File: src/rtl/demux_dispatch_1to2_pkg.sv
// Shared constants for the 1-to-2 handshaked dispatcher: channel indices and default widths.
package demux_dispatch_1to2_pkg;
  localparam int unsigned DW_DEF = 8;
  localparam int unsigned CW_DEF = 8;
  localparam logic CH0 = 1'b0;
  localparam logic CH1 = 1'b1;
endpackage

File: src/rtl/demux_dispatch_1to2_out_slot.sv
// One output channel: a valid/data holding register plus a saturating delivery counter.
module demux_out_slot
  import demux_dispatch_1to2_pkg::*;
#(
  parameter int unsigned DW = DW_DEF,
  parameter int unsigned CW = CW_DEF
) (
  input  logic          clk,
  input  logic          rst_n,
  input  logic          load_i,
  input  logic          ready_i,
  input  logic [DW-1:0] data_i,
  output logic          valid_o,
  output logic [DW-1:0] data_o,
  output logic [CW-1:0] cnt_o
);

  logic          valid_q, valid_d;
  logic [DW-1:0] data_q, data_d;
  logic [CW-1:0] cnt_q, cnt_d;
  logic          deliver;

  assign deliver = valid_q & ready_i;

  // A load in the same cycle as a delivery reloads the register and keeps it valid.
  always_comb begin
    valid_d = valid_q;
    data_d  = data_q;
    cnt_d   = cnt_q;
    if (deliver) begin
      valid_d = 1'b0;
      if (cnt_q != {CW{1'b1}}) cnt_d = cnt_q + CW'(1);
    end
    if (load_i) begin
      valid_d = 1'b1;
      data_d  = data_i;
    end
  end

  always_ff @(posedge clk or negedge rst_n) begin
    if (!rst_n) begin
      valid_q <= 1'b0;
      data_q  <= '0;
      cnt_q   <= '0;
    end else begin
      valid_q <= valid_d;
      data_q  <= data_d;
      cnt_q   <= cnt_d;
    end
  end

  assign valid_o = valid_q;
  assign data_o  = data_q;
  assign cnt_o   = cnt_q;

endmodule

File: src/rtl/demux_dispatch_1to2.sv
// Registered, handshaked 1-to-2 dispatcher with per-channel saturating delivery counts.
// Optional ROUND_ROBIN_EN: target channel comes from an alternating pointer instead of in_sel.
module demux_dispatch_1to2
  import demux_dispatch_1to2_pkg::*;
#(
  parameter int unsigned DW = DW_DEF,
  parameter int unsigned CW = CW_DEF
) (
  input  logic          clk,
  input  logic          rst_n,
  input  logic          en,
  input  logic          in_valid,
  input  logic          in_sel,
  input  logic [DW-1:0] in_data,
  output logic          in_ready,
  output logic          y0_valid,
  output logic [DW-1:0] y0_data,
  input  logic          y0_ready,
  output logic          y1_valid,
  output logic [DW-1:0] y1_data,
  input  logic          y1_ready,
  output logic [CW-1:0] cnt0,
  output logic [CW-1:0] cnt1
);

  logic target_c;
  logic tgt_valid, tgt_ready;
  logic accept;
  logic load0, load1;

`ifdef ROUND_ROBIN_EN
  logic ptr_q, ptr_d;

  // Strict alternation: the pointer only moves on an accepted word.
  always_comb begin
    ptr_d = ptr_q;
    if (accept) ptr_d = ~ptr_q;
  end

  always_ff @(posedge clk or negedge rst_n) begin
    if (!rst_n) ptr_q <= 1'b0;
    else        ptr_q <= ptr_d;
  end

  assign target_c = ptr_q;
`else
  assign target_c = in_sel;
`endif

  assign tgt_valid = (target_c == CH1) ? y1_valid : y0_valid;
  assign tgt_ready = (target_c == CH1) ? y1_ready : y0_ready;

  // rst_n gating keeps in_ready low for the whole reset window.
  assign in_ready = rst_n & en & (~tgt_valid | tgt_ready);
  assign accept   = in_valid & in_ready;
  assign load0    = accept & (target_c == CH0);
  assign load1    = accept & (target_c == CH1);

  demux_out_slot #(.DW(DW), .CW(CW)) u_slot0 (
    .clk     (clk),
    .rst_n   (rst_n),
    .load_i  (load0),
    .ready_i (y0_ready),
    .data_i  (in_data),
    .valid_o (y0_valid),
    .data_o  (y0_data),
    .cnt_o   (cnt0)
  );

  demux_out_slot #(.DW(DW), .CW(CW)) u_slot1 (
    .clk     (clk),
    .rst_n   (rst_n),
    .load_i  (load1),
    .ready_i (y1_ready),
    .data_i  (in_data),
    .valid_o (y1_valid),
    .data_o  (y1_data),
    .cnt_o   (cnt1)
  );

endmodule
File: config.mk
export PLATFORM = sky130hd
export DESIGN_NAME = demux_dispatch_1to2
export DESIGN_NICKNAME = d
export VERILOG_FILES = /design/src/rtl/demux_dispatch_1to2_pkg.sv /design/src/rtl/demux_dispatch_1to2_out_slot.sv /design/src/rtl/demux_dispatch_1to2.sv
export SDC_FILE = /design/constraint.sdc
export NUM_CORES = 1
export LEC_CHECK = 0
export ABC_AREA = 1
export ABC_CLOCK_PERIOD_IN_PS = 1650
export CORE_UTILIZATION = 47
export DETAILED_ROUTE_END_ITERATION = 10
export MAX_ROUTING_LAYER = met4
export PLACE_DENSITY = 0.85
export SYNTH_ARGS = -nofsm -noshare
export SYNTH_HDL_FRONTEND = slang
export SYNTH_HIERARCHICAL = 1
export SYNTH_SLANG_ARGS = --single-unit
File: constraint.sdc
create_clock -name clk -period 1.65 [get_ports clk]
set_input_delay 0.2475 -clock clk [delete_from_list [all_inputs] [get_ports clk]]
set_output_delay 0.2475 -clock clk [all_outputs]
set_load 0.02 [all_outputs]
==> flow_metrics.py, run 1 <==
metrics = {
    "finish": {
        "syn2layout_area_growth_pct": 38.0,
        "seqCellArea_um2": 852,
        "drive_above_1_share_pct": 11.0,
        "antenna_cells": 0,
        "n_fill_cell": 301,
        "instances_no_fill": 318,
        "fin_nets": 288,
        "multi_input_area_um2": 741,
    },
    "critical_path": {
        "arrival_ns": 1.33,
        "path_buf_inv": 1,
        "worstPathRequired_ns": 1.40,
        "reg2reg_depth": 8,
        "path_cells": "clkdlybuf4s50_1",
        "crit_family": "buffers and inverters",
        "cp_slowest_cell": "clkdlybuf4s50_1",
        "path_depth": 1,
        "start_kind": "register",
        "end_kind": "output pin",
        "path_max_fanout": 3,
        "critical_path_class": "reg -> out",
        "cpPeakStageDelay_ns": 0.61,
    },
    "floorplan": {
        "core_area_um2": 3420,
        "start_util_pct": 49.9,
        "die_h_um": 62.2,
        "fp-row-count": 21,
        "design.die.area_um2": 3870,
        "die_w_um": 62.2,
        "pin_count": 50,
    },
    "global_route": {
        "grt_pass1_wl_um": 6380,
        "grt_max_degree": 35,
        "antenna_found_initial": 0,
        "grt_usage_pct": 21.9,
        "grt_pass1_vias": 1459,
        "globalRouteOverflowTotal": 0,
    },
    "pwr": {
        "power.density_nw_per_um2": 1100,
        "ir_drop_mv": 0.606,
        "total_power_mw": 2.59,
        "leakage_nw": 1.32,
    },
    "sta": {
        "worst_slew_pin_slew_ns": 0.429,
        "slew_headroom_pct": 71.4,
        "fmax_ghz": 0.632,
        "rsz0062_at_grt": "no",
        "finalWorstSetupSlack_ns": 0.0677,
        "finalCriticalPeriod_ns": 1.58,
        "slew_violations": 0,
        "hold_slack_ns": 0.386,
        "hold_viol_final": 0,
        "min_period_over_period_pct": 95.9,
        "fin_skew_ns": 0.0145,
        "setup_violations": 0,
    },
    "placement": {
        "portBuffers": 49,
        "hpwlAfterDp_um": 2670,
        "post-place-cells": 310,
        "gp_congestion": 0.810,
        "dp_worst_setup_slack_ns": -0.290,
    },
    "clock_network": {
        "cts_buffer_depth": 2,
        "h-tree-depth": 2,
        "cts_num_sinks": 34,
        "cts_buffers": 5,
        "hold_buffers": 0,
        "clock_latency_ns": 0.35,
        "cts-root-buf": "clkbuf_4",
        "cts_tree": "yes",
        "clk_pin_slew_ns": 0.11,
    },
    "route": {
        "num_vias": 1498,
        "drtIter0Drc": 99,
        "drc": 0,
        "viasPerCell": 4.71,
        "wire_per_inst_um": 11.6,
        "routed_wl_um": 3700,
        "final_antenna_net_count": 0,
        "drt_pass1_iterations": 4,
    },
    "yosys": {
        "synth_seq_cells": 34,
        "yosysWarnings": 6,
        "synth-seq-area-share_pct": 49.9,
        "synthDistinctLibCells": 21,
        "avgSynthCellArea_um2": 8.04,
        "synth_cells": 212,
        "synth_fp_nets": 229,
        "synthesis.area_um2": 1700,
    },
    "outcome": {
        "outcome": "complete, no violations",
    },
    "flow_run": {
        "drv_cap": 0,
    },
    "hold_path": {
        "worstHoldPathType": "in -> async",
    },
}
-- worst register-to-register path: stages, from the launching register on --
cell	delay, ns
dfrtp_1	0.49
ha_1	0.30
nand3_2	0.12
inv_1	0.10
nand2_4	0.08
nand2_8	0.09
inv_4	0.05
nand2_1	0.06
nand2_1	0.05
-- state kept, by name (all words and copies together) (netlist names) --
name	flops
u_slot0/cnt_o	8
u_slot0/data_o	8
u_slot0/valid_o	1
u_slot1/cnt_o	8
u_slot1/data_o	8
u_slot1/valid_o	1
-- synthesized netlist by cell type --
cell / n / area share (%)
nand2_1: 100 / 22
inv_4: 2 / 0.73
nand3_1: 11 / 3.2
nor2_4: 2 / 1.3
and3_2: 1 / 0.44
nand4_1: 4 / 1.5
a21o_1: 2 / 0.88
nand3b_1: 2 / 0.88
o21ai_0: 4 / 1.2
buf_2: 2 / 0.59
nand2_2: 4 / 1.5
dfrtp_1: 34 / 50
nand2_8: 2 / 2.3
buf_4: 2 / 0.88
nand3_2: 2 / 1.2
ha_1: 2 / 1.5
xnor2_1: 4 / 2.1
nor2_1: 10 / 2.2
inv_1: 18 / 4.0
clkinv_1: 2 / 0.44
nand2_4: 2 / 1.3
-- logic make-up after synthesis --
logic type	share of synthesized area, %
AO/OA/AOI/OAI	2.06
XOR/XNOR	2.06
adder cells (fa/ha/maj)	1.47
buffers and inverters	6.61
flip-flops	49.9
AND/OR/NAND/NOR	37.9
-- worst paths after layout --
check	start	end	slack (ns)
worst max-delay path	u_slot1/cnt_o[6]	cnt1[6]	0.07
worst min register to register	u_slot1/data_o[6]	u_slot1/data_o[6]	0.48
worst max register to register	u_slot0/cnt_o[0]	u_slot0/cnt_o[4]	0.20
min in group clk	in_data[6]	u_slot1/data_o[6]	0.46
worst min-delay path	rst_n	u_slot1/cnt_o[7]	0.39
max in group asynchronous	rst_n	u_slot1/cnt_o[2]	0.95
-- per-layer routing --
| layer | share of wire [%] | GRT usage (%) | up-vias |
|---|---|---|---|
| met4 | 1.3 | 9.30 | 0 |
| met2 | 49 | 35.6 | 50 |
| met1 | 44 | 25.9 | 677 |
| met5 | 0 | - | - |
| met3 | 5.6 | 5.51 | 4 |
| li1 | - | - | 767 |
-- what timing repair did --
action	in CTS	in global routing
resized for setup	13	6
setup buffers	0	0
endpoints found under the setup margin	11	6
-- metrics by stage --
stage,area [um2],setup TNS (ns),utilization (%)
floorplan,1700,0,-
CTS,2340,0,68.6
detailed placement,2280,-2.12,66.7
global route,2350,0,68.8
global placement,2280,-1.42,66.7
finish,2350,0,68.8
-- cell usage in the layout (no fill, tap or decap) --
master,instances
clkbuf_2,1
nand4_1,4
a21o_1,2
ha_1,2
nand3b_1,2
clkbuf_4,5
nand3_2,2
nand2_8,2
clkinv_1,2
clkdlybuf4s50_1,33
dfrtp_2,1
nand2_1,100
o21ai_0,4
dlygate4sd2_1,10
dlymetal6s2s_1,5
inv_1,18
nor2_4,2
and3_2,1
dfrtp_1,33
nand2_2,4
nand3_1,11
nand2_4,2
buf_4,7
xnor2_1,4
inv_4,2
bufinv_16,1
clkbuf_1,2
nor2_1,10
-- final cells by class --
class / count / area share [%]
tap: 46 / 2.45
inverter: 22 / 3.73
timing repair buffer: 56 / 22.9
multi-input combinational: 152 / 31.5
clock buffer: 7 / 1.92
clock inverter: 1 / 1.28
sequential: 34 / 36.2
-- report_power, final --
part / internal [mW] / switching [mW]
combinational: 0.386 / 0.456
clock: 0.321 / 0.283
sequential: 0.988 / 0.158
Note: power is estimated with default switching activity, not from simulation.
==> inputs of run 2 (changes only) <==
- CORE_UTILIZATION: 47 -> 46
- PLACE_DENSITY: 0.85 -> unset
- PLACE_DENSITY_LB_ADDON: unset -> 0.12
- SYNTH_HIERARCHICAL: 1 -> unset
==> flow_metrics.py, run 2 <==
metrics = {
    "yosys": {
        "synth-xor-area-share_pct": 4.34,
        "yosys-top-cells-area": "dfrtp_1 53%, nand2_1 18%, nand3_1 5.0%",
        "synth.most_common_cell": "nand2_1",
        "synth_seq_cells": 34,
        "synthAdderAreaFrac_pct": 1.55,
        "synth_compound_gate_area_share_pct": 3.72,
        "muxShareOfSynthArea_pct": 0,
        "avgSynthCellArea_um2": 8.19,
        "yosys.area_share.simple_pct": 31.0,
        "async_flop_share_pct": 100,
        "yosys.area.top_type_share_pct": 52.8,
        "synth_edf_count": 0,
        "synth-seq-area-share_pct": 52.8,
        "synthFlopType": "dfrtp_1",
        "synth_top_family_by_area": "simple AND/OR/NAND/NOR gates",
        "netlist.top_cell.by_area": "dfrtp_1",
        "synth_common_cells": "79 x nand2_1, 34 x dfrtp_1, 21 x inv_1",
        "synthesis.area_um2": 1610,
        "yosysWarnings": 0,
        "synth_cells": 197,
        "synthDistinctLibCells": 21,
        "synth_fp_nets": 214,
    },
    "floorplan": {
        "fp-row-count": 21,
        "die_w_um": 61.2,
        "design.die.area_um2": 3750,
        "pin_count": 50,
        "die_h_um": 61.2,
        "core_area_um2": 3340,
        "start_util_pct": 48.3,
    },
    "route": {
        "drc": 0,
        "wire_per_inst_um": 11.1,
        "drtIter0Drc": 75,
        "drt_pass1_iterations": 4,
        "routed_wl_um": 3420,
        "final_antenna_net_count": 0,
        "viasPerCell": 4.72,
        "num_vias": 1450,
    },
    "pwr": {
        "clockPowerShare_pct": 19.3,
        "ir_drop_mv": 0.538,
        "p_comb_share_pct": 34.9,
        "power_switching_uw": 863,
        "seqPwrFrac_pct": 45.8,
        "power.internal_mw": 1.61,
        "sw_frac_of_total_pct": 34.8,
        "leakage_nw": 1.42,
        "power.density_nw_per_um2": 1060,
    },
    "clock_network": {
        "cts_buffers": 5,
        "h-tree-depth": 2,
        "clk_pin_slew_ns": 0.10,
        "hold_buffers": 0,
        "cts-root-buf": "clkbuf_4",
        "post_cts_buffers": 0,
        "cts_num_sinks": 34,
        "clock_latency_ns": 0.32,
        "cts_tree": "yes",
        "cts_buffer_depth": 2,
    },
    "global_route": {
        "grt_usage_pct": 20.7,
        "grt_pass1_wl_um": 5380,
        "grt_pass1_vias": 1249,
        "grt_max_degree": 35,
        "antenna_found_initial": 0,
        "globalRouteOverflowTotal": 0,
    },
    "critical_path": {
        "r2r_end": "u_slot0.cnt_o[7]",
        "arrival_ns": 1.33,
        "critical_path_class": "reg -> out",
        "r2r-start": "u_slot0.cnt_o[0]",
        "end_kind": "output pin",
        "worstPathRequired_ns": 1.40,
        "path_buf_inv": 1,
        "reg2reg_depth": 8,
        "crit_family": "buffers and inverters",
        "path_cells": "clkdlybuf4s50_1",
        "start_kind": "register",
        "cp_slowest_cell": "clkdlybuf4s50_1",
        "r2r_slack_ns": 0.20,
        "cpPeakStageDelay_ns": 0.61,
        "path_max_fanout": 2,
    },
    "finish": {
        "syn2layout_area_growth_pct": 44.8,
        "antenna_cells": 0,
        "drive_above_1_share_pct": 10.3,
        "fin_nets": 277,
        "final_cell_mix": "79 x nand2_1, 34 x dfrtp_1, 30 x clkdlybuf4s50_1, 21 x inv_1, 16 x nand3_1",
        "n_fill_cell": 284,
        "layout.cells.most_common": "nand2_1",
        "final_cell_area_um2": 2330,
    },
    "sta": {
        "finalWorstSetupSlack_ns": 0.0719,
        "fmax_ghz": 0.634,
        "slew_violations": 0,
        "min_period_over_period_pct": 95.6,
        "hold_viol_final": 0,
        "rsz0062_at_grt": "no",
        "fin_skew_ns": 0.00483,
        "finalCriticalPeriod_ns": 1.58,
        "setup_violations": 0,
        "worst_slew_pin_slew_ns": 0.432,
        "slew_headroom_pct": 71.2,
    },
    "placement": {
        "dp_worst_setup_slack_ns": -0.232,
        "place_area_um2": 2240,
        "hpwlAfterDp_um": 2420,
        "portBuffers": 49,
        "gp_congestion": 0.771,
    },
    "flow_run": {
        "drv_cap": 0,
    },
    "hold_path": {
        "worstHoldPathType": "in -> async",
    },
    "outcome": {
        "outcome": "complete, no violations",
    },
}
==> run 2: cell count changes after synthesis, moves of 4 or more <==
| cell | previous run | this run |
|---|---|---|
| inv_2 | 0 | 5 |
| nand2_1 | 100 | 79 |
| nand3_1 | 11 | 16 |
| nor2_1 | 10 | 6 |
| o21ai_1 | 0 | 11 |
==> run 2: cell type report <==
type	instances	area, um2	area share [%]
sequential	34	851	36.4
multi-input combinational	135	656	28.1
timing repair buffer	57	609	26.1
inverter	27	101	4.34
tap	46	57.6	2.47
clock buffer	7	55.1	2.36
clock inverter	1	5.00	0.214
==> run 2: timing repair <==
item                       in CTS  in global routing
setup endpoints to repair       4                 16
resized for setup               4                 16
pin swaps                       0                  0
==> run 2: power groups by stage <==
stage               registers [mW]  clock network (mW)  logic (mW)
detailed placement            1.15                   0       0.886
global placement              1.14                   0       0.874
finish                        1.13               0.479       0.864
global route                  1.16               0.531       0.941
CTS                           1.14               0.492       0.885
floorplan                     1.33                   0       0.246
==> run 2: worst reg2reg max path: cells and delay by family (launching register included) <==
| kind | cells | cell delay [ns] |
|---|---|---|
| adder cells (fa/ha/maj) | 1 | 0.20 |
| buffers and inverters | 1 | 0.09 |
| flip-flops | 1 | 0.41 |
| AND/OR/NAND/NOR | 6 | 0.65 |
==> run 2: cells by family (layout without fill, tap and decap cells) <==
| family | after synthesis | count (layout) |
|---|---|---|
| compound gates | 12 | 12 |
| xor+xnor | 8 | 8 |
| flops | 34 | 34 |
| fa+ha+maj | 2 | 2 |
| buf+inv | 28 | 92 |
| simple gates | 113 | 113 |
==> run 2: metal layers <==
metal,wire length (um),up-vias,global-route usage (%)
met5,0,-,-
met4,39,0,9.74
met3,167,6,4.41
met2,1580,41,32.1
met1,1630,664,25.9
li1,-,739,-
==> run 2: per-stage QoR <==
step | power [mW] | hold slack (ns) | setup TNS [ns] | cells | util [%]
detailed placement | 2.03 | 0.464 | -0.232 | 299 | 67.2
global placement | 2.02 | 0.456 | -0.236 | 299 | 67.2
finish | 2.48 | 0.362 | 0 | 307 | 70.0
CTS | 2.51 | 0.382 | 0 | 307 | 68.8
floorplan | 1.58 | -0.0481 | 0 | 197 | -
global route | 2.63 | 0.392 | 0 | 307 | 70.0
==> run 2: worst max-delay path by stage <==
stage / start / end / slack (ns) / cells after the start
after floorplan: u_slot0.cnt_o[0] / u_slot0.cnt_o[5] / 0.22 / 8
after global placement: rst_n / in_ready / -0.24 / 6
after detailed placement: rst_n / in_ready / -0.23 / 6
after CTS: u_slot0.cnt_o[5] / cnt0[5] / 0.001 / 1
after global routing: in_sel / in_ready / 0.01 / 6
final: u_slot1.data_o[7] / y1_data[7] / 0.07 / 1
==> inputs of run 3 (changes only) <==
- CTS_CLUSTER_DIAMETER: unset -> 100
- PLACE_DENSITY: unset -> 0.89
- PLACE_DENSITY_LB_ADDON: 0.12 -> unset
- RECOVER_POWER: unset -> 100
==> flow_metrics.py, run 3 (synthesis results as in run 2) <==
metrics = {
    "clock_network": {
        "clk_pin_slew_ns": 0.10,
        "clock_latency_ns": 0.33,
        "cts-root-buf": "clkbuf_4",
        "cts_num_sinks": 34,
        "hold_buffers": 0,
        "cts_tree": "yes",
        "cts_buffer_depth": 2,
        "h-tree-depth": 2,
        "cts_buffers": 5,
    },
    "critical_path": {
        "cpPeakStageDelay_ns": 0.62,
        "cp_slowest_cell": "clkdlybuf4s50_1",
        "critical_path_class": "reg -> out",
        "end_kind": "output pin",
        "path_buf_inv": 1,
        "path_max_fanout": 2,
        "crit_family": "buffers and inverters",
        "arrival_ns": 1.33,
        "start_kind": "register",
        "worstPathRequired_ns": 1.40,
        "path_cells": "clkdlybuf4s50_1",
    },
    "route": {
        "final_antenna_net_count": 0,
        "num_vias": 1468,
        "viasPerCell": 4.80,
        "drtIter0Drc": 121,
        "wire_per_inst_um": 11.6,
        "drc": 0,
        "drt_pass1_iterations": 4,
        "routed_wl_um": 3540,
    },
    "outcome": {
        "outcome": "complete, no violations",
    },
    "global_route": {
        "grt_pass1_vias": 1316,
        "globalRouteOverflowTotal": 0,
        "grt_max_degree": 35,
        "grt_pass1_wl_um": 5620,
        "antenna_found_initial": 0,
        "grt_usage_pct": 21.4,
    },
    "sta": {
        "hold_viol_final": 0,
        "slew_violations": 0,
        "setup_violations": 0,
        "slew_headroom_pct": 45.1,
        "fmax_ghz": 0.634,
        "fin_skew_ns": 0.0107,
        "finalCriticalPeriod_ns": 1.58,
        "worst_slew_pin_slew_ns": 0.824,
        "min_period_over_period_pct": 95.5,
        "rsz0062_at_grt": "no",
        "finalWorstSetupSlack_ns": 0.0736,
    },
    "finish": {
        "n_fill_cell": 308,
        "syn2layout_area_growth_pct": 33.8,
        "fin_nets": 276,
        "antenna_cells": 0,
        "drive_above_1_share_pct": 8.46,
        "final_cell_area_um2": 2160,
        "layout.cells.most_common": "nand2_1",
        "final_cell_mix": "81 x nand2_1, 34 x dfrtp_1, 30 x clkdlybuf4s50_1, 22 x inv_1, 16 x nand3_1",
    },
    "floorplan": {
        "core_area_um2": 3340,
        "die_h_um": 61.2,
        "pin_count": 50,
        "die_w_um": 61.2,
        "design.die.area_um2": 3750,
        "start_util_pct": 48.3,
        "fp-row-count": 21,
    },
    "flow_run": {
        "drv_cap": 0,
    },
    "placement": {
        "gp_congestion": 0.832,
        "portBuffers": 49,
        "dp_worst_setup_slack_ns": -0.214,
        "place_area_um2": 2210,
        "hpwlAfterDp_um": 2590,
    },
    "pwr": {
        "ir_drop_mv": 0.686,
        "leakage_nw": 1.13,
        "power.density_nw_per_um2": 1110,
    },
    "hold_path": {
        "worstHoldPathType": "reg -> reg",
    },
}
[run 3: cell count changes in the layout (fill, tap and decap cells not counted), moves of 2 or more]
cell            change
nand2_2             -2
o21ai_1             -7
dlymetal6s2s_1     -15
buf_12              -2
clkbuf_2            +2
clkbuf_1           +14
o21ai_0             +7
nand2_1             +2
buf_4               -3
clkbuf_4            +2
[run 3: timing repair]
action	CTS	global route
resized for setup	5	16
cloned	0	0
hold endpoints to repair	0	0
endpoints found under the setup margin	5	16
buffers inserted	0	0
pin swaps	0	0
[run 3: path summary, 6_finish.rpt]
path                                    from                end  slack [ns]  cells past startpoint
hold reg to reg            u_slot0.data_o[7]  u_slot0.data_o[7]        0.48                      2
min in group asynchronous              rst_n   u_slot1.cnt_o[7]        0.51                      2
setup reg to reg            u_slot1.cnt_o[0]   u_slot1.cnt_o[5]        0.13                      8
setup / recovery           u_slot0.data_o[5]         y0_data[5]        0.07                      1
max in group asynchronous              rst_n  u_slot1.data_o[1]        0.61                      2
hold / removal             u_slot0.data_o[7]  u_slot0.data_o[7]        0.48                      2
[run 3: final cells by class]
type / count / area (um2) / share of cell area [%]
Tap cell: 46 / 57.6 / 2.67
Multi-Input combinational cell: 135 / 643 / 29.8
Clock buffer: 7 / 55.1 / 2.55
Timing Repair Buffer: 56 / 445 / 20.6
Inverter: 27 / 101 / 4.70
Clock inverter: 1 / 5.00 / 0.232
Sequential cell: 34 / 851 / 39.4
[run 3: through the flow]
step | setup TNS, ns | power [mW] | std cells | hold WS (ns) | util, %
2_1_floorplan | 0 | 1.58 | 197 | -0.0481 | -
3_3_place_gp | -0.202 | 2.01 | 298 | 0.456 | 66.2
3_5_place_dp | -0.214 | 2.04 | 298 | 0.461 | 66.2
4_1_cts | 0 | 2.51 | 306 | 0.375 | 67.8
5_1_grt | 0 | 2.56 | 306 | 0.505 | 64.7
6_report | 0 | 2.40 | 306 | 0.482 | 64.7
[run 3: routing by layer]
metal | wire length [um] | GRT usage (%) | vias to the layer above
met3 | 237 | 6.93 | 6
li1 | - | - | 736
met4 | 31 | 6.82 | 0
met5 | 0 | - | -
met1 | 1580 | 26.1 | 676
met2 | 1700 | 33.5 | 50
[run 3: report_power, final]
part           internal [mW]  switching (mW)
Clock                  0.207           0.272
Combinational          0.332           0.446
Sequential             0.991           0.152
